`src/rtl/ram_stream_ctrl_pkg.sv`:
```
// Shared constants and state encoding for the microcode RAM stream sequencer.
// RAM geometry defaults are shared with the RAM wrapper.
package ram_stream_ctrl_pkg;

  localparam int ADDR_W    = 9;
  localparam int DATA_W    = 8;
  localparam int RAM_DEPTH = 512;

  typedef enum logic [2:0] {
    ST_IDLE      = 3'd0,
    ST_LOAD      = 3'd1,
    ST_DUMP_RD   = 3'd2,
    ST_DUMP_WAIT = 3'd3,
    ST_DUMP_OUT  = 3'd4
  } state_t;

endpackage

```
`src/rtl/ram_stream_ctrl.sv`:
```
// Load/dump sequencer owning the address, data-in and write-enable pins of a
// single-port synchronous RAM with one-cycle read latency.
module ram_stream_ctrl
  import ram_stream_ctrl_pkg::*;
#(
  parameter int ADDR_W = ram_stream_ctrl_pkg::ADDR_W,
  parameter int DATA_W = ram_stream_ctrl_pkg::DATA_W
) (
  input  logic              CLOCK,
  input  logic              RESET,
  input  logic              START_LOAD,
  input  logic              START_DUMP,
  input  logic [ADDR_W-1:0] BASE_ADDR,
  input  logic [ADDR_W-1:0] COUNT,
  input  logic [DATA_W-1:0] IN_DATA,
  input  logic              IN_VALID,
  output logic              IN_READY,
  output logic [DATA_W-1:0] OUT_DATA,
  output logic              OUT_VALID,
  input  logic              OUT_READY,
  output logic [ADDR_W-1:0] RAM_ADDRESS,
  output logic [DATA_W-1:0] RAM_DATAIN,
  output logic              RAM_WE,
  input  logic [DATA_W-1:0] RAM_DATAOUT,
  output logic              BUSY,
  output logic              DONE
);

  state_t              state_r, next_state_s;
  logic [ADDR_W-1:0]   addr_r, remain_r, addr_inc_s;
  logic [ADDR_W-1:0]   ram_addr_r;
  logic [DATA_W-1:0]   ram_din_r, out_data_r;
  logic                we_r, done_r, busy_r, in_ready_r, out_valid_r;
  logic                last_s, load_start_s, dump_start_s, wr_beat_s, dump_next_s, done_s;

  // Address wraps naturally modulo the RAM depth through truncation.
  assign addr_inc_s = addr_r + {{(ADDR_W-1){1'b0}}, 1'b1};
  assign last_s     = (remain_r == {ADDR_W{1'b0}});

  // Next-state and transfer strobes.
  always_comb begin
    next_state_s = state_r;
    load_start_s = 1'b0;
    dump_start_s = 1'b0;
    wr_beat_s    = 1'b0;
    dump_next_s  = 1'b0;
    done_s       = 1'b0;
    case (state_r)
      ST_IDLE: begin
        if (START_LOAD) begin
          load_start_s = 1'b1;
          next_state_s = ST_LOAD;
        end else if (START_DUMP) begin
          dump_start_s = 1'b1;
          next_state_s = ST_DUMP_RD;
        end else begin
          next_state_s = ST_IDLE;
        end
      end
      ST_LOAD: begin
        if (IN_VALID) begin
          wr_beat_s = 1'b1;
          if (last_s) begin
            done_s       = 1'b1;
            next_state_s = ST_IDLE;
          end else begin
            next_state_s = ST_LOAD;
          end
        end else begin
          next_state_s = ST_LOAD;
        end
      end
      ST_DUMP_RD:   next_state_s = ST_DUMP_WAIT;
      ST_DUMP_WAIT: next_state_s = ST_DUMP_OUT;
      ST_DUMP_OUT: begin
        if (OUT_READY) begin
          if (last_s) begin
            done_s       = 1'b1;
            next_state_s = ST_IDLE;
          end else begin
            dump_next_s  = 1'b1;
            next_state_s = ST_DUMP_RD;
          end
        end else begin
          next_state_s = ST_DUMP_OUT;
        end
      end
      default: next_state_s = ST_IDLE;
    endcase
  end

  // State register and state-decoded status flags, registered from next state.
  always_ff @(posedge CLOCK or posedge RESET) begin
    if (RESET) begin
      state_r     <= ST_IDLE;
      busy_r      <= 1'b0;
      in_ready_r  <= 1'b0;
      out_valid_r <= 1'b0;
      done_r      <= 1'b0;
      we_r        <= 1'b0;
    end else begin
      state_r     <= next_state_s;
      busy_r      <= (next_state_s != ST_IDLE);
      in_ready_r  <= (next_state_s == ST_LOAD);
      out_valid_r <= (next_state_s == ST_DUMP_OUT);
      done_r      <= done_s;
      we_r        <= wr_beat_s;
    end
  end

  // Address/length counters and the registered RAM and stream datapath.
  always_ff @(posedge CLOCK or posedge RESET) begin
    if (RESET) begin
      addr_r     <= {ADDR_W{1'b0}};
      remain_r   <= {ADDR_W{1'b0}};
      ram_addr_r <= {ADDR_W{1'b0}};
      ram_din_r  <= {DATA_W{1'b0}};
      out_data_r <= {DATA_W{1'b0}};
    end else begin
      if (load_start_s || dump_start_s) begin
        addr_r   <= BASE_ADDR;
        remain_r <= COUNT;
      end else if ((wr_beat_s && !last_s) || dump_next_s) begin
        addr_r   <= addr_inc_s;
        remain_r <= remain_r - {{(ADDR_W-1){1'b0}}, 1'b1};
      end
      // RAM address moves only on write beats or when a dump read is issued.
      if (dump_start_s) begin
        ram_addr_r <= BASE_ADDR;
      end else if (wr_beat_s) begin
        ram_addr_r <= addr_r;
      end else if (dump_next_s) begin
        ram_addr_r <= addr_inc_s;
      end
      if (wr_beat_s) begin
        ram_din_r <= IN_DATA;
      end
      if (state_r == ST_DUMP_WAIT) begin
        out_data_r <= RAM_DATAOUT;
      end
    end
  end

  assign IN_READY    = in_ready_r;
  assign OUT_VALID   = out_valid_r;
  assign OUT_DATA    = out_data_r;
  assign RAM_ADDRESS = ram_addr_r;
  assign RAM_DATAIN  = ram_din_r;
  assign RAM_WE      = we_r;
  assign BUSY        = busy_r;
  assign DONE        = done_r;

endmodule

```
`config.mk`:
```
export PLATFORM = sky130hd
export DESIGN_NAME = ram_stream_ctrl
export DESIGN_NICKNAME = d
export VERILOG_FILES = /design/src/rtl/ram_stream_ctrl_pkg.sv /design/src/rtl/ram_stream_ctrl.sv
export SDC_FILE = /design/constraint.sdc
export NUM_CORES = 1
export LEC_CHECK = 0
export BUFFER_PORTS_ARGS = -buffer_cell sky130_fd_sc_hd__buf_2
export CAP_MARGIN = 5
export CORE_MARGIN = 4
export CORE_UTILIZATION = 57
export DETAILED_ROUTE_END_ITERATION = 8
export PLACE_DENSITY = 0.84
export SYNTH_ARGS = -nofsm -noshare
export SYNTH_HDL_FRONTEND = slang
export SYNTH_SLANG_ARGS = --single-unit
```
`constraint.sdc`:
```
create_clock -name CLOCK -period 4.3 [get_ports CLOCK]
set_input_delay 0.43 -clock CLOCK [delete_from_list [all_inputs] [get_ports CLOCK]]
set_output_delay 0.43 -clock CLOCK [all_outputs]
set_load 0.02 [all_outputs]
```
==> results of run 1 <==
## Yosys cell counts (all sizes together) (2+ instances only)
library cell,n,area share [%]
o22ai,6,1.9
mux2i,10,3.8
nand3,11,2.1
inv,10,1.4
ha,2,0.94
a32oi,3,0.99
dfrtp,51,48
a211o,3,0.99
and2,3,0.71
a31oi,4,0.94
clkbuf,7,1.0
or4b,2,0.75
or3,2,0.52
nor3,6,1.1
a221o,3,1.1
nor3b,4,1.1
a21oi,11,2.1
mux2,11,4.7
o221a,4,1.7
buf,10,2.0
a22oi,3,1.0
o21a,2,0.56
o31ai,3,0.85
o211ai,6,1.7
o21ai,8,1.6
and3,6,1.5
nor2,13,1.8
nand4bb,2,0.85
nand2,49,6.9
## through the flow
step                      util (%)  worst slack, ns  area, sq um  std cells  hold slack [ns]
final                         70.3             1.59         3120        386            0.308
after global routing          70.3             1.41         3120        386            0.310
after CTS                     70.3             1.63         3120        386            0.308
after detailed placement      67.8             1.63         3010        378            0.465
after global placement        67.8             1.69         3010        378            0.454
after floorplan                  -             2.17         2660        271            0.529
## state kept, by name, summed over array words and instances (netlist names)
| name | count |
|---|---|
| BUSY | 1 |
| state_r | 3 |
| DONE | 1 |
| OUT_VALID | 1 |
| RAM_DATAIN | 8 |
| remain_r | 9 |
| IN_READY | 1 |
| RAM_ADDRESS | 9 |
| OUT_DATA | 8 |
| addr_r | 9 |
| RAM_WE | 1 |
## worst paths after layout
path                            endpoint  slack (ns)  cells after the start
setup / recovery             remain_r[5]        1.59                      5
hold / removal             RAM_DATAIN[3]        0.31                      3
setup reg to reg             remain_r[5]        1.59                      5
hold reg to reg            RAM_DATAIN[6]        0.48                      2
max in group asynchronous    remain_r[6]        3.29                      2
min in group asynchronous  RAM_DATAIN[7]        0.37                      2
## layout make-up
class                           instances  share of cell area, %
Tap cell                               52                   2.08
Sequential cell                        51                   40.8
Clock buffer                            5                   2.20
Inverter                               10                   1.20
Timing Repair Buffer                   72                   11.8
Clock inverter                          3                   1.40
Multi-Input combinational cell        193                   40.5
## worst max-delay path, cell delays in order (launching register included)
cell       delay [ns]
dfrtp_1          0.46
nand4bb_1        0.49
buf_4            0.34
a22oi_2          0.66
mux2_2           0.41
o221a_2          0.24
## layer usage
layer | up-vias | GRT usage, % | share of wire (%)
met2 | 119 | 35.9 | 47
met5 | - | 0 | 0
li1 | 1108 | - | -
met3 | 12 | 5.20 | 8.6
met1 | 1113 | 30.7 | 43
met4 | 0 | 6.70 | 1.5
## report_power, final
group	switching [uW]	leakage (uW)	total (uW)	internal (uW)
combinational	740	0.000823	1260	519
clock	163	0.0000581	336	173
sequential	205	0.000608	925	720
total	1110	0.00149	2520	1410
## cell families (layout without fill, tap and decap cells)
group | Yosys count | after routing
adder cells (fa/ha/maj) | 2 | 2
XOR/XNOR | 2 | 2
multiplexers | 21 | 21
AO/OA/AOI/OAI | 59 | 59
AND/OR/NAND/NOR | 109 | 109
flip-flops | 51 | 51
buffers and inverters | 27 | 90
==> out/results.tsv, run 1 <==
metric	value	unit
final period utilization	63.0	%
number of antenna diodes	0	
mean post-synth cell area	9.81	sq um
setup bufs post-CTS	0	
Post-DRT Antenna Nets	0	
H-tree depth	2	
Fin. Hold Viols	0	
vias in the first global route	2226	
overall routing resource usage	22.5	%
CTS buffer count	5	
Mapped Cells	271	
Post-Route WL	6370	um
register area	1280	sq um
Initial DRT Pass Iterations	5	
commonest non-fill, non-tap cell in the layout	buf_2	
clk_skew	0.00511	ns
sequential area share after synthesis	48.0	%
initial antenna violation count	0	
CP startpoint	state_r[2]	
via count	2352	
Starting Density	59.8	%
ys async rst share	100	%
post-CTS sizing	0	
die width	76.3	um
share of cells above drive strength 1	31.1	%
Rows	24	
Cell Area, Synth	2660	sq um
Worst IR Drop VDD	0.382	mV
CTS Hold Bufs	0	
nets	375	
CP Class	register to register	
Core Area	4440	sq um
gp weighted congestion	0.821	
Static Leak	0.00149	uW
Pwr Density	807	nW/um^2
worst endpoint required time	4.50	ns
arrival time at the worst endpoint	2.91	ns
Post-Synth Adder-Cell Area	0.941	%
Final TNS setup	0	ns
First DRT Iteration DRCs	236	
# IOs	70	
Syn Nets	313	
largest net degree at the start of global routing	52	
wire length of the first global-routing pass	10700	um
worst hold path class	input port to register	
Synth Flop Type	dfrtp_1	
commonest non-fill, non-tap cells in the layout	buf_2 (69), dfrtp_1 (51), nand2_1 (49)	
grt ovf	0	
hold_sp	IN_DATA[3]	
via density per instance	6.09	
worst slew pin tran	1.04	ns
area of the multi-input gates	1260	sq um
Total Power	2520	uW
CTS Sinks	51	
Final Setup Violations	0	
Die Area	5820	sq um
main combinational cell family by area after synthesis	simple AND/OR/NAND/NOR gates	
fill cell count	349	
mux cell area share after synthesis	8.42	%
Clock transition at path regs	0.09	ns
I/O Buffers	69	
Compound-Gate Fraction of Synth Area	16.5	%
Unique masters post-synth	57	
Post-synth EDFFs	0	
Final Slew Violations	0	
CP Max Fanout	15	
Die Height	76.3	um
drc violations	0	
Rel. slew slack	30.6	%
FF-to-FF Start	state_r[2]	
simple-gate share of the synthesized area	21.0	%
post-DP HPWL	4380	um
Synth warnings	0	
xor and xnor area share after synthesis	0.659	%
MaxCap Viol Count	0	
Peak Freq	369	MHz
Area Growth Syn to Fin	17.5	%
Synth Register Bits	51	
maximum root-to-sink buffer count	2	
Root Buffer Master	clkbuf_8	
wire per inst	16.5	um
status	finished, final reports clean	
Min Clock Period, post-route	2.71	ns
CP startpoint kind	register	
worst-skew pair later-pin latency	0.30	ns
RSZ-0062 raised after global routing	false	
CTS tree	built	
endpoint type of the worst setup path	register	
No activity file was read; power rests on OpenSTA's default activity.
==> run 2, diff against run 1 <==
--- a/config.mk
+++ b/config.mk
@@ -8,9 +8,9 @@
 export BUFFER_PORTS_ARGS = -buffer_cell sky130_fd_sc_hd__buf_2
 export CAP_MARGIN = 5
 export CORE_MARGIN = 4
-export CORE_UTILIZATION = 57
+export CORE_UTILIZATION = 53
 export DETAILED_ROUTE_END_ITERATION = 8
-export PLACE_DENSITY = 0.84
+export PLACE_DENSITY = 0.79
 export SYNTH_ARGS = -nofsm -noshare
 export SYNTH_HDL_FRONTEND = slang
 export SYNTH_SLANG_ARGS = --single-unit
==> constraint.sdc (replaced) <==
create_clock -name CLOCK -period 2.52 [get_ports CLOCK]
set_input_delay 0.252 -clock CLOCK [delete_from_list [all_inputs] [get_ports CLOCK]]
set_output_delay 0.252 -clock CLOCK [all_outputs]
set_load 0.02 [all_outputs]
==> run 2 against run 1 <==
Flip-flop and latch count stayed put. Combinational power increased by 74%. Global-route usage shrank 0.36 points. Critical path depth increased by 1. Hold slack lost 0.18 ns. Total power up 72%. Largest power group unchanged. Highest routed layer unchanged. Clock skew is 0.0031 ns lower. Worst setup slack worse by 1.3 ns. Fmax rose by 23%. Largest cell class unchanged. Sequential power rose by 70%.
==> out/results.tsv, run 2 (synthesized netlist as in run 1, its figures left out) <==
metric	value	unit	change
clk_skew	0.00199	ns	-0.00312 ns
R2R cell count	6		+1
grt ovf	0		unchanged
Rel. slew slack	40.0	%	+9.4 points
status	finished, final reports clean		
number of antenna diodes	0		unchanged
Die Height	78.8	um	+3.3%
hold_sp	IN_DATA[5]		
CP startpoint	remain_r[0]		
largest net degree at the start of global routing	24		-54%
gp weighted congestion	0.842		+2.6%
initial antenna violation count	0		unchanged
Top delay family on crit path	compound AO/OA/AOI/OAI gates		
worst hold path class	input port to register		
Final Setup Violations	0		unchanged
vias in the first global route	2311		+3.8%
RSZ-0062 raised after global routing	false		
overall routing resource usage	22.1	%	-0.36 points
Clock transition at path regs	0.10	ns	about the same
worst-skew pair later-pin latency	0.30	ns	about the same
die width	78.8	um	+3.3%
share of cells above drive strength 1	33.2	%	+2.1 points
commonest non-fill, non-tap cell in the layout	buf_2		
CP Class	register to register		
fill cell count	407		+17%
drc violations	0		unchanged
Final TNS setup	0	ns	unchanged
Min Clock Period, post-route	2.21	ns	-0.500 ns
CTS tree	built		
placed inst area	3110	sq um	+3.4%
Core Area	4790	sq um	+7.7%
Buf/Inv on CP	1		unchanged
I/O Buffers	69		unchanged
Die Area	6210	sq um	+6.7%
crit path to	RAM_ADDRESS[2]		
CTS Sinks	51		unchanged
Finished Cell Area	3240	sq um	+3.6%
Post-Route WL	6380	um	about the same
endpoint type of the worst setup path	register		
post-route core utilization	67.6	%	-2.7 points
Fin. Hold Viols	0		unchanged
H-tree depth	2		unchanged
Starting Density	55.6	%	-4.3 points
MaxCap Viol Count	0		unchanged
worst-path cell chain	inv_1, ha_1, nor4b_2, a21oi_1, a211o_1, a32o_1		
Rows	25		+4.2%
setup bufs post-CTS	0		unchanged
wire length of the first global-routing pass	11100	um	+3.2%
via density per instance	5.67		-6.9%
First DRT Iteration DRCs	167		-29%
via count	2343		-0.38%
worst reg2reg endpoint	RAM_ADDRESS[2]		
critical path depth	6		+1
FF-to-FF Start	remain_r[0]		
Post-DRT Antenna Nets	0		unchanged
commonest non-fill, non-tap cells in the layout	buf_2 (69), dfrtp_1 (51), nand2_1 (49)		
Initial DRT Pass Iterations	4		-1
Area Growth Syn to Fin	21.7	%	
post-DP HPWL	4690	um	+7.1%
r2r setup slk	0.31	ns	-1.28 ns
CP Max Fanout	10		-5
Static Leak	0.00155	uW	+3.9%
Slowest-stage cell, CP	nor4b_2		
Final Slew Violations	0		unchanged
wire per inst	15.4	um	-6.4%
# IOs	70		unchanged
arrival time at the worst endpoint	2.41	ns	-0.50 ns
Total Power	4340	uW	+72%
worst endpoint required time	2.72	ns	-1.78 ns
maximum root-to-sink buffer count	2		unchanged
Pwr Density	1340	nW/um^2	+66%
Peak Freq	453	MHz	+23%
CP startpoint kind	register		
worst slew pin tran	0.900	ns	-0.140 ns
CTS buffer count	5		unchanged
Worst IR Drop VDD	0.601	mV	+57%
nets	387		+3.2%
final period utilization	87.6	%	+25 points
Root Buffer Master	clkbuf_8		
crit-path max cell delay	0.41	ns	-0.25 ns
-- run 2: cell types whose count changed in the layout (fill, tap and decap cells not counted), sizes merged --
cell,delta
buf,+11
dlygate4sd3,+1
-- run 2: what timing repair did --
item,in CTS,in global routing
resized for setup,0,0
hold buffers,1,0
endpoints found under the hold margin,21,0
-- run 2: worst min-delay path by stage --
stage,endpoint,slack [ns],cells past startpoint
3_5_place_dp,OUT_DATA[1],0.31,2
5_1_grt,RAM_DATAIN[5],0.13,3
6_report,RAM_DATAIN[5],0.13,3
2_1_floorplan,RAM_DATAIN[0],0.36,2
3_3_place_gp,OUT_DATA[1],0.30,2
4_1_cts,RAM_DATAIN[4],0.12,3
-- run 2: layout make-up --
type | count | area [sq um] | share of cell area, %
Sequential cell | 51 | 1280 | 39.4
Multi-Input combinational cell | 193 | 1260 | 39.1
Timing Repair Buffer | 84 | 460 | 14.2
Tap cell | 67 | 83.8 | 2.59
Clock buffer | 5 | 68.8 | 2.13
Clock inverter | 3 | 43.8 | 1.35
Inverter | 10 | 37.5 | 1.16
-- run 2: per-stage QoR --
stage,hold slack (ns),worst slack [ns],instances
after floorplan,0.357,0.394,271
after global placement,0.299,0.414,404
after detailed placement,0.307,0.346,404
after CTS,0.124,0.342,413
after global routing,0.129,0.174,413
final,0.132,0.312,413
-- run 2: where the power goes --
part	switching, uW	internal (uW)	total (uW)
registers	341	1230	1570
clock network	285	296	582
logic	1240	953	2190
total	1870	2480	4340
-- run 2: worst min-delay path: stages --
cell and delay (ns):
buf_2 0.07, nand2_1 0.04, nand2_1 0.05
-- run 2: layer usage --
layer	vias to the layer above	wire length (um)	GRT usage (%)
met3	2	419	4.42
met1	1142	2810	30.5
met4	0	29	5.67
li1	1131	-	-
met5	-	0	0
met2	68	3120	35.9
